**src/rtl/hazard_control_unit.sv**
```systemverilog
// Decode-stage hazard sequencer: register scoreboard, divider-occupancy and branch-flush control.
// Optional WB_BYPASS_EN: a register being written back this cycle counts as ready for hazard checks.
module hazard_control_unit #(
    parameter int NREGS        = 16,
    parameter int DIV_LATENCY  = 4,
    parameter int FLUSH_CYCLES = 2
) (
    input  logic             clk,
    input  logic             rst,
    input  logic             id_valid,
    input  logic [3:0]       id_ra,
    input  logic [3:0]       id_rb,
    input  logic             id_uses_ra,
    input  logic             id_uses_rb,
    input  logic [3:0]       id_rd,
    input  logic             id_writes_rd,
    input  logic             id_is_div,
    input  logic             ex_branch_taken,
    input  logic             wb_we,
    input  logic [3:0]       wb_rd,
    output logic             if_en,
    output logic             id_en,
    output logic             if_flush,
    output logic             id_flush,
    output logic             stall,
    output logic [NREGS-1:0] busy_mask
);
    typedef enum logic {RUN, FLUSH} state_t;

    localparam logic [3:0] DIV_LOAD   = 4'(DIV_LATENCY);
    localparam logic [2:0] FLUSH_LOAD = 3'(FLUSH_CYCLES - 1);

    state_t           state_q, state_d;
    logic [2:0]       flush_cnt_q, flush_cnt_d;
    logic [3:0]       div_cnt_q, div_cnt_d;
    logic [NREGS-1:0] busy_q, busy_d, busy_chk;
    logic             raw, waw, divh, flush_active, issue;

    always_comb begin
        busy_chk = busy_q;
`ifdef WB_BYPASS_EN
        if (wb_we) busy_chk[wb_rd] = 1'b0;
`else
`endif
    end

    // Outputs are forced to their idle values while rst is low.
    assign flush_active = rst & (ex_branch_taken | (state_q == FLUSH));
    assign raw   = id_valid & ((id_uses_ra & busy_chk[id_ra]) | (id_uses_rb & busy_chk[id_rb]));
    assign waw   = id_valid & id_writes_rd & busy_chk[id_rd];
    assign divh  = id_valid & id_is_div & (div_cnt_q != 4'd0);
    assign stall = rst & (raw | waw | divh) & ~flush_active;
    assign issue = rst & id_valid & ~stall & ~flush_active;

    assign if_en     = ~stall;
    assign id_en     = ~stall;
    assign if_flush  = flush_active;
    assign id_flush  = flush_active;
    assign busy_mask = busy_q;

    always_comb begin
        state_d     = state_q;
        flush_cnt_d = flush_cnt_q;
        div_cnt_d   = div_cnt_q;
        busy_d      = busy_q;

        if (ex_branch_taken) begin
            flush_cnt_d = FLUSH_LOAD;
        end else if (state_q == FLUSH && flush_cnt_q != 3'd0) begin
            flush_cnt_d = flush_cnt_q - 3'd1;
        end
        state_d = (flush_cnt_d != 3'd0) ? FLUSH : RUN;

        if (issue && id_is_div) begin
            div_cnt_d = DIV_LOAD;
        end else if (div_cnt_q != 4'd0) begin
            div_cnt_d = div_cnt_q - 4'd1;
        end

        // Issue's set is applied after the writeback clear so it wins on a shared index.
        if (wb_we) busy_d[wb_rd] = 1'b0;
        if (issue && id_writes_rd) busy_d[id_rd] = 1'b1;
    end

    always_ff @(posedge clk) begin
        if (!rst) begin
            state_q     <= RUN;
            flush_cnt_q <= 3'd0;
            div_cnt_q   <= 4'd0;
            busy_q      <= '0;
        end else begin
            state_q     <= state_d;
            flush_cnt_q <= flush_cnt_d;
            div_cnt_q   <= div_cnt_d;
            busy_q      <= busy_d;
        end
    end
endmodule

```
**config.mk**
```make
export PLATFORM = sky130hd
export DESIGN_NAME = hazard_control_unit
export DESIGN_NICKNAME = d
export VERILOG_FILES = /design/src/rtl/hazard_control_unit.sv
export SDC_FILE = /design/constraint.sdc
export NUM_CORES = 1
export LEC_CHECK = 0
export CORE_ASPECT_RATIO = 0.75
export CORE_UTILIZATION = 31
export CTS_BUF_LIST = sky130_fd_sc_hd__clkbuf_4
export DETAILED_ROUTE_END_ITERATION = 10
export GPL_ROUTABILITY_DRIVEN = 0
export HOLD_SLACK_MARGIN = 0.12
export PLACE_DENSITY = 0.53
export SETUP_SLACK_MARGIN = 0.05
export SYNTH_ARGS = -nofsm -noshare
export SYNTH_HDL_FRONTEND = slang
export SYNTH_SLANG_ARGS = --single-unit
export TNS_END_PERCENT = 30
```
**constraint.sdc**
```tcl
create_clock -name clk -period 6.6 [get_ports clk]
set_clock_uncertainty 0.1 [all_clocks]
set_input_delay 0.66 -clock clk [delete_from_list [all_inputs] [get_ports clk]]
set_output_delay 0.66 -clock clk [all_outputs]
set_load 0.005 [all_outputs]
```
### After elaboration in Yosys (flattened, before gate mapping)

Index checks and enable logic that the tools add are counted.

* output and inout port bits: 21
* bits in writable memories: 0
* register bits: 24
* bits of input ports: 25
* memory bits (read-only): 0
* memories: 0
* word-level logic and storage cells: 63
* bits in latches: 0

* bitwise operators: 23
* equality and inequality tests: 0
* divide/modulo/power cells: 0
* add/sub/neg operators: 2
* $lt $le $gt $ge: 6
* mux-type cells: 17
* shift-type cells: 0
* multiply operators: 0
* reductions and logical operators: 10

Operators by type and width (number)
* 16-bit two-way mux: 2
* 4-bit by 5-bit less-than comparator with 1-bit output, second input constant: 4
* 16-bit AND: 1
* 16-bit NOT: 1
* 16-bit bitwise OR: 1
* 1-bit AND: 13
* 1-bit binary-select mux with 4-bit select: 3
* 3-bit two-way mux: 4
* 1-bit demux with 4-bit select: 2
* 4-bit by 1-bit >= comparator with 1-bit output, second input constant: 2
* 1-bit two-way mux: 6
* 3-bit nonzero test: 2
* 1-bit logical AND: 5
* 1-bit bitwise OR: 4
* 4-bit nonzero test: 1
* 4-bit by 1-bit subtractor with 4-bit output, second input constant: 1
* 1-bit NOT: 3
* 3-bit by 1-bit subtractor with 3-bit output, second input constant: 1
* 2-bit nonzero test: 1
* 2-bit OR reduction: 1

### Depth between registers and ports, before layout

* word-level depth: 14
* depth in mapped cells: 10
* mapped depth without buffers: 8

### Least setup slack after synthesis

Ideal clock, no wire load.

* kind: in2out
* from: in id_ra[0]
* to: out if_en
* arrival time: 2.770 ns
* setup slack: 3.070 ns
* stages on the path: 9
* buffers on the path: 4
* required time: 5.840 ns
* cell sequence: clkbuf_1 -> mux4_2 -> o2111ai_1 -> o311ai_1 -> or3_1 -> buf_6 -> buf_8 -> o21ai_1 -> buf_4

* word-level cells in the longest chain between the ends: 10

RTL lines
* from (decl): RTL line 11 `input logic [3:0] id_ra,`
* 1-bit binary-select mux with 4-bit select: RTL line 49 `assign raw = id_valid & ((id_uses_ra & busy_chk[id_ra]) | (id_uses_rb & busy_chk[id_rb]));`
* 1-bit two-way mux (not written as such): RTL line 49
* 1-bit AND: RTL line 49
* 1-bit bitwise OR: RTL line 49
* 1-bit AND: RTL line 49
* 1-bit bitwise OR (2 in a row): RTL line 52 `assign stall = rst & (raw | waw | divh) & ~flush_active;`
* 1-bit AND (2 in a row): RTL line 52
* 1-bit NOT
* to (decl): RTL line 21 `output logic if_en,`

No other way between the ends. The select of a mux whose other input is x is not followed.

### Final worst setup path

* from: in id_rd[1]
* to: out id_en

* word-level cells in the longest chain between the ends: 8

RTL lines
* from (decl): RTL line 15 `input logic [3:0] id_rd,`
* 1-bit binary-select mux with 4-bit select: RTL line 50 `assign waw = id_valid & id_writes_rd & busy_chk[id_rd];`
* 1-bit two-way mux (not written as such): RTL line 50
* 1-bit AND: RTL line 50
* 1-bit bitwise OR (2 in a row): RTL line 52
* 1-bit AND (2 in a row): RTL line 52
* 1-bit NOT: RTL line 56 `assign id_en = ~stall;`
* to (decl): RTL line 22 `output logic id_en,`

No other way between the ends. The select of a mux whose other input is x is not followed.

==> results.sh <==
export IMPL_fillers=498
export IMPL_clock_sink_count=24
export IMPL_clkTransAtPathRegs_ns=0.13
export IMPL_wire_per_inst_um=17.6
export IMPL_grt_max_degree=28
export IMPL_top_layer="met4"
export IMPL_drt_total_wl_mm=4.97
export IMPL_start_kind="input pin"
export IMPL_nets=240
export IMPL_cap_viol_max_count=0
export IMPL_syn_mean_instance_area_um2=9.71
export IMPL_fin_crit_sh=0.706
export IMPL_clockBufferDepth=2
export IMPL_ys_warn_count=0
export IMPL_synth_largest_area_cell="dfxtp_1"
export IMPL_ys_seq_elements=24
export IMPL_grt_pass1_wl_mm=7.82
export IMPL_area_growth_pct=30.4
export IMPL_synth_area_leaders="dfxtp_1, mux4_2, o41ai_2, nand3b_1, mux2i_1"
export IMPL_worstSetupEndpointType="output port"
export IMPL_hpwl_mm=3.87
export IMPL_antenna_found_initial=0
export IMPL_hold_viol=0
export IMPL_gr_usage_all_layers=0.180
export IMPL_final_common_cell="clkdlybuf4s50_1"
export IMPL_post_place_ws_ns=1.92
export IMPL_drcViolationCount=0
export IMPL_ys_seq_area_frac=0.284
export IMPL_start_util=0.333
export IMPL_r2r_start="busy_mask[5]$_SDFF_PN0_"
export IMPL_worstHoldStart="div_cnt_q[0]$_SDFFE_PP0P_"
export IMPL_io_buffer_count=45
export IMPL_wl_met3_um=373
export IMPL_cp_required_ns=5.84
export IMPL_path_common_cell="clkdlybuf4s50_1"
export IMPL_final_core_util=0.435
export IMPL_setup_viol=0
export IMPL_regArea_um2=480
export IMPL_drtPass1Iterations=4
export IMPL_synth_fp_nets=202
export IMPL_synth_edf_count=0
export IMPL_cts_buffers=3
export IMPL_wl_met1_mm=2.37
export IMPL_crit_path_top_delay_cell="or3_1"
export IMPL_cts_tree="done"
export IMPL_path_class="in2out"
export IMPL_syn_cell_area_mm2=0.00169
export IMPL_ant_nets=0
export IMPL_met2_length_mm=2.18
export IMPL_max_slew_margin=0.419
export IMPL_cts_root_buf="clkbuf_4"
export IMPL_cp_slowest_stage_delay_ns=0.70
export IMPL_r2r_slack_ns=3.76
export IMPL_grt_overflow=0
export IMPL_die_w_um=87.2
export IMPL_grt_pass1_vias=1529
export IMPL_drive_above_1_share=0.104
export IMPL_path_delay_family="buffers and inverters"
export IMPL_fmax_mhz=215
export IMPL_row_count=22
export IMPL_path_cells="clkdlybuf4s50_1 -> mux4_1 -> mux2_2 -> nand3_2 -> o311ai_1 -> or3_1 -> o21ai_1 -> clkdlybuf4s50_1"
export IMPL_vias_per_cell=5.53
export IMPL_drtIter0Drc=49
export IMPL_status="completed"
export IMPL_critPathBufInv=2
export IMPL_vias=1566
export IMPL_yosysTopAreaCellShare=0.284
export IMPL_post_cts_resize_count=0
export IMPL_coreArea_mm2=0.00506
export IMPL_whs_endpoint="div_cnt_q[0]$_SDFFE_PP0P_"
export IMPL_finalCriticalPeriod_ns=4.66
export IMPL_cellPowerDensity_mw_per_mm2=175
export IMPL_synth_cell_type_count=42
export IMPL_reg2reg_depth=6
export IMPL_final_cell_mix="clkdlybuf4s50_1, dfxtp_1, nand3b_1, nand2b_1"
export IMPL_grt_setup_unrepaired="no"
export IMPL_cts_htree_levels=1
export IMPL_setup_slack_ns=1.94
export IMPL_crit_arrival_ns=3.90
export IMPL_clock_latency_ns=0.33
export IMPL_worst_pin_slew_ns=0.868
export IMPL_async_reset_ff_frac=0
export IMPL_synth_main_ff_cell="dfxtp_1"
export IMPL_ir_drop_v=0.0000649
export IMPL_syn_inst=174
export IMPL_cts_hold_buffers=0
export IMPL_io_pins=46
export IMPL_slew_viol_final=0
export IMPL_dieArea_mm2=0.00575
export IMPL_diodes=0
export IMPL_post_cts_buffers=0
export IMPL_cp_max_fo=18
export IMPL_multi_input_area_mm2=0.00110
export IMPL_tns_ns=0
export IMPL_reg2reg_to="busy_mask[12]$_SDFF_PN0_"
export IMPL_hold_slack_ns=0.394
export IMPL_hold_path_class="reg2reg"
export IMPL_holdPathStages=2
export IMPL_power_leakage_nw=0.773
export IMPL_die_h_um=65.9
per-stage QoR:
| stage | power, mW | instances | cell area [um^2] |
|---|---|---|---|
| 2_1_floorplan | 0.246 | 174 | 1690 |
| 3_3_place_gp | 0.275 | 279 | 2150 |
| 3_5_place_dp | 0.279 | 279 | 2150 |
| 4_1_cts | 0.386 | 283 | 2200 |
| 5_1_grt | 0.408 | 283 | 2200 |
| 6_report | 0.385 | 283 | 2200 |
metal layers:
| layer | GRT usage | vias up |
|---|---|---|
| met3 | 0.0462 | 4 |
| met2 | 0.277 | 50 |
| met1 | 0.246 | 748 |
| li1 | - | 764 |
| met5 | 0 | - |
| met4 | 0.0594 | 0 |
synth_stat cells (2+ instances only):
cell type  count
or3_1          2
o21a_1         3
mux4_2         6
inv_1          8
nand2b_1       9
nand2_1        7
o211ai_1       8
nor3_1         2
o41ai_2        8
dfxtp_1       24
ha_1           3
a21oi_1        3
a2111oi_0      3
or2_2          2
o21ai_0        2
buf_6          2
o2111ai_1      2
a22oi_1        2
buf_4          2
mux2i_1        7
nor2b_1        8
o311ai_0       6
o41ai_1        8
and2_1         2
clkbuf_1       6
nor2_1         7
nand3_1        8
nand3b_1      10
flip-flops by register name, summed over array words and instances (netlist names):
register and count:
busy_mask 16, div_cnt_q 4, flush_cnt_q 3, state_q 1
cells by family after synthesis:
logic type | synth area share
AOI/OAI and AO/OA | 0.267
xor gates and xnor gates | 0.00519
adders and majority gates | 0.0222
buffers and inverters | 0.0652
DFF | 0.284
muxes | 0.144
and+or+nand+nor | 0.213
area by class of cell:
type,count,area share
clock inverter,1,0.0136
multi-input combinational,130,0.499
clock buffer,3,0.0102
inverter,8,0.0136
timing repair buffer,45,0.205
tap,72,0.0409
sequential,24,0.218
power breakdown:
group	switching [mW]	total (mW)	leakage, nW	internal [mW]
logic	0.0613	0.113	0.550	0.0515
registers	0.00764	0.164	0.195	0.156
clock network	0.0470	0.108	0.0279	0.0615
total	0.116	0.385	0.773	0.269
tightest hold or removal path, cell delays in order (launching register included):
cell	delay, ns
dfxtp_1	0.33
nand3_1	0.06
o21ai_0	0.06
how the worst max path moves through the flow:
stage,startpoint,end,slack [ns],cells after the start
6_report,id_rd[1],id_en,1.94,8
5_1_grt,id_rd[1],id_en,1.76,8
4_1_cts,id_rd[1],id_en,1.92,8
3_5_place_dp,id_rd[1],id_en,1.92,8
3_3_place_gp,id_rd[1],id_en,2.00,8
2_1_floorplan,id_ra[0],if_en,3.07,9
Power figures use the tool's default switching activity.
==> variant 1 (same settings) <==
Build with the macro `WB_BYPASS_EN` defined.
--- a/src/rtl/hazard_control_unit.sv
+++ b/src/rtl/hazard_control_unit.sv
@@ -1,4 +1,6 @@
 // Decode-stage hazard sequencer: register scoreboard, divider-occupancy and branch-flush control.
 // Optional WB_BYPASS_EN: a register being written back this cycle counts as ready for hazard checks.
+`define WB_BYPASS_EN
+
 module hazard_control_unit #(
     parameter int NREGS        = 16,
Check against the original RTL: not equivalent (Yosys sat finds a counterexample within 4 cycles, from zero or initial values and one cycle with rst low).
==> variant 1 against the unedited design <==
Register-to-register slack improved by 0.36 ns. Sequential cell count unchanged. Total power down 8.3%. First-iteration DRC count increased to 2.6 times the old value. Largest power group unchanged. Area after synthesis shrank 0.37%. Setup slack better by 0.039 ns. Final area shrank 0.40%. Wire length up 5.0%. Die area down 0.36%.
==> variant 1: results (changes against the unedited design) <==
| Metric | Value |
|---|---|
| Clock power share | `18.2% (was 28.2%)` |
| Register area share after synthesis | `28.6% (was 28.4%)` |
| DP Area | `0.00217 mm² (was 0.00215 mm²)` |
| P_seq | `0.164 mW (about the same)` |
| P_clk | `0.0643 mW (was 0.108 mW)` |
| Mapped Cells | `213 (was 174)` |
| Slew of the pin with the lowest slew margin | `0.760 ns (was 0.868 ns)` |
| VDD IR max | `92.3 µV (was 64.9 µV)` |
| M1 GR Usage | `30.3% (was 24.6%)` |
| Metal2 WL | `2130 µm (was 2180 µm)` |
| Reg-to-reg startpoint | `busy_mask[3] (was busy_mask[5])` |
| Status | `complete, no violations (unchanged)` |
| Die width | `87.1 µm (was 87.2 µm)` |
| Reg2Reg Depth | `7 (was 6)` |
| Post-synthesis cell type count | `47 (was 42)` |
| Post-Place Cells | `318 (was 279)` |
| Clk buf depth | `2 (unchanged)` |
| WL met1 | `2690 µm (was 2370 µm)` |
| Synth async-reset ratio | `0% (unchanged)` |
| Pin count of the biggest net entering global routing | `20 (was 28)` |
| Total CTS buffers | `3 (unchanged)` |
| 1st-iter DRT viols | `129 (was 49)` |
| Grt met3 use | `4.49% (was 4.62%)` |
| Final HPWL from detailed placement | `4030 µm (was 3870 µm)` |
| Worst hold start | `flush_cnt_q[1] (was div_cnt_q[0])` |
| Share of cells above drive strength 1 | `5.62% (was 10.4%)` |
| Nets@finish | `279 (was 240)` |
| Crit path time final | `4.62 ns (was 4.66 ns)` |
| Tot GR Track Use | `18.9% (was 18.0%)` |
| Vias in the first global route | `1494 (was 1529)` |
| Metal3 WL | `391 µm (was 373 µm)` |
| Global-route wire length before repair | `8250 µm (was 7820 µm)` |
| R2R Path End | `busy_mask[7] (was busy_mask[12])` |
| CP Max Fanout | `8 (was 18)` |
| Critical path destination | `stall (was id_en)` |
| Clock Latency Late Sink | `0.31 ns (was 0.33 ns)` |
| CTS H-tree depth | `1 (unchanged)` |
| Worst R2R Setup Slack | `4.12 ns (was 3.76 ns)` |
| Syn Nets | `241 (was 202)` |
| Max Used Layer | `met4 (unchanged)` |
| Pint | `0.236 mW (was 0.269 mW)` |
| Grt met2 use | `25.6% (was 27.7%)` |
| WHS Endpoint | `flush_cnt_q[1] (was div_cnt_q[0])` |
| Crit path from | `wb_rd[0] (was id_rd[1])` |
| Final Non-Filler Cells | `321 (was 283)` |
| Post-Place Setup Slack | `2.00 ns (was 1.92 ns)` |
| Ant. Diodes | `0 (unchanged)` |
| Wire per inst | `16.3 µm (was 17.6 µm)` |
| DRT Pass-1 Iters | `4 (unchanged)` |
| Post-synth top cells | `dfxtp_1, nand2_1, nor2_1 (was dfxtp_1, nand3b_1, nand2b_1)` |
| Arrival time worst endpoint | `3.86 ns (was 3.90 ns)` |
| Lkg Pwr | `0.732 nW (was 0.773 nW)` |
| Top cells by area, synth | `dfxtp_1, o2111ai_1, o21a_1 (was dfxtp_1, mux4_2, o41ai_2)` |
| Via count | `1790 (was 1566)` |
| Final hold slack | `0.436 ns (was 0.394 ns)` |
-- variant 1: cell type report --
class                   instances  area [µm²]
fillers                       560        2870
multi-input cells             167        1110
flip-flops and latches         24         480
repair buffers                 45         450
well taps                      72        90.1
inverters                      10        37.5
clock buffers                   3        22.5
-- variant 1: logic make-up after synthesis --
kind of cell | after synthesis | share of synthesized area (%)
and+or+nand+nor | 83 | 28.0
AOI/OAI and AO/OA | 75 | 31.5
DFF | 24 | 28.6
buffers and inverters | 22 | 5.35
muxes | 4 | 3.35
adders and majority gates | 3 | 2.23
xor gates and xnor gates | 2 | 1.04
-- variant 1: worst max-delay path, stage by stage --
cell             delay, ns
clkdlybuf4s50_1       0.46
nand3b_1              0.37
o21a_1                0.31
mux2_2                0.27
a2111oi_0             0.39
a221oi_1              0.15
a211o_1               0.36
or2_2                 0.32
and2_1                0.15
clkdlybuf4s50_1       0.43
==> variant 2 (config.mk and constraints unchanged) <==
Made on the original files. Reset style: asynchronous (`rst`), changed in one clocked block.
--- a/src/rtl/hazard_control_unit.sv
+++ b/src/rtl/hazard_control_unit.sv
@@ -83,5 +83,5 @@
     end
 
-    always_ff @(posedge clk) begin
+    always_ff @(posedge clk or negedge rst) begin
         if (!rst) begin
             state_q     <= RUN;
Function: differs if rst is asserted again (counterexample within 4 cycles, from zero or initial values and one cycle with rst low); with rst held inactive, the same outputs for 10 cycles.
==> variant 2 against the unedited design <==
Final area rose by 7.4%. Wire length rose by 1.9%. Sequential cell count did not move. Non-clock buffer count rose by 1. Total power rose by 25%. Sequential share of layout area rose by 3.6 points. Sequential power rose by 15%. First-iteration DRC count rose by 57%. Register-to-register slack improved by 0.51 ns. Clock power rose by 4%. Maximum frequency rose by 9.4%. Setup slack improved by 0.40 ns. Area after synthesis rose by 9.5%. Highest routed layer unchanged.
==> variant 2: results (changes against the unedited design) <==
| Metric | Value |
|---|---|
| Register area share after synthesis | `32.5% (was 28.4%)` |
| Flop pwr share | `39.2% (was 42.6%)` |
| Via-to-Cell Ratio | `5.40 (was 5.53)` |
| Hold Crit Depth | `1 (was 2)` |
| Metal3 WL | `327 µm (was 373 µm)` |
| WL met1 | `2680 µm (was 2370 µm)` |
| Slew of the pin with the lowest slew margin | `0.738 ns (was 0.868 ns)` |
| Fillers | `534 (was 498)` |
| Lkg Pwr | `0.931 nW (was 0.773 nW)` |
| Pin count of the biggest net entering global routing | `27 (was 28)` |
| Multiplexer share of the synthesized area | `13.9% (was 14.4%)` |
| Worst hold start | `div_cnt_q[3] (was div_cnt_q[0])` |
| Tot GR Track Use | `16.3% (was 18.0%)` |
| Area used by multi-input combinational logic | `0.00113 mm² (was 0.00110 mm²)` |
| Grt met3 use | `3.95% (was 4.62%)` |
| M1 GR Usage | `24.7% (was 24.6%)` |
| Post-synth top cells | `dfrtp_1, nand3_1, o21ai_0, mux2i_1, o21ai_2 (was dfxtp_1, nand3b_1, nand2b_1)` |
| Area grow syn2layout | `27.9% (was 30.4%)` |
| VDD IR max | `92.4 µV (was 64.9 µV)` |
| Global-route wire length before repair | `7630 µm (was 7820 µm)` |
| Final HPWL from detailed placement | `3900 µm (was 3870 µm)` |
| Mapped Cells | `184 (was 174)` |
| Clock Network Area Fraction | `2.22% (was 2.39%)` |
| Nets@finish | `255 (was 240)` |
| Clock power share | `23.1% (was 28.2%)` |
| Reg2Reg Depth | `7 (was 6)` |
| Post-synthesis cell type count | `49 (was 42)` |
| Synth async-reset ratio | `100% (was 0%)` |
| Reg-to-reg startpoint | `div_cnt_q[0] (was busy_mask[5])` |
| Sequential fraction of total cell area | `25.4% (was 21.8%)` |
| Signal buffers | `46 (was 45)` |
| Post-synthesis xor/xnor area fraction | `0.947% (was 0.519%)` |
| 1st-iter DRT viols | `77 (was 49)` |
| Metal2 WL | `2030 µm (was 2180 µm)` |
| WHS Endpoint | `div_cnt_q[3] (was div_cnt_q[0])` |
| DRT Wirelength | `5060 µm (was 4970 µm)` |
| Final hold slack | `0.467 ns (was 0.394 ns)` |
| Grt met2 use | `23.0% (was 27.7%)` |
| Psw | `0.161 mW (was 0.116 mW)` |
| Total power | `0.482 mW (was 0.385 mW)` |
| Top cells by area, synth | `dfrtp_1, mux4_2, mux2i_1 (was dfxtp_1, mux4_2, o41ai_2)` |
| Vias in the first global route | `1435 (was 1529)` |
| Buffer share of cell area | `19.4% (was 20.5%)` |
| R2R Path End | `busy_mask[11] (was busy_mask[12])` |
| Share of cells above drive strength 1 | `16.4% (was 10.4%)` |
| Post-Place Setup Slack | `2.30 ns (was 1.92 ns)` |
| Inverters | `7 (was 8)` |
| Worst R2R Setup Slack | `4.27 ns (was 3.76 ns)` |
| Final Non-Filler Cells | `301 (was 283)` |
| Status | `complete, no violations (unchanged)` |
| Multi-input gates | `145 (was 130)` |
| Synth Area in Adders | `2.03% (was 2.22%)` |
| Std cell rows | `23 (was 22)` |
| DP Area | `0.00231 mm² (was 0.00215 mm²)` |
[variant 2: worst max-delay path by stage]
stage             start    end  slack [ns]  depth (start not counted)
2_1_floorplan  id_rb[0]  if_en        3.52                          8
6_report       id_rd[1]  id_en        2.34                          7
3_3_place_gp   id_rd[1]  id_en        2.33                          7
4_1_cts        id_rd[1]  id_en        2.30                          7
3_5_place_dp   id_rd[1]  id_en        2.30                          7
5_1_grt        id_rd[1]  id_en        2.12                          7
[variant 2: cell families (layout without fill, tap and decap cells)]
logic type      Yosys count  in the layout
fa+ha+maj                 3              3
xor+xnor                  2              2
simple gates             67             67
buf+inv                  15             57
compound gates           55             55
flops                    24             24
mux                      18             18
[variant 2: critical path, cell delays in order]
cell and delay, ns:
clkdlybuf4s50_1 0.83, mux4_2 0.56, nand2b_1 0.15, nand4b_1 0.15, nand4_4 0.34, o21ai_1 0.27
clkdlybuf4s50_1 0.53
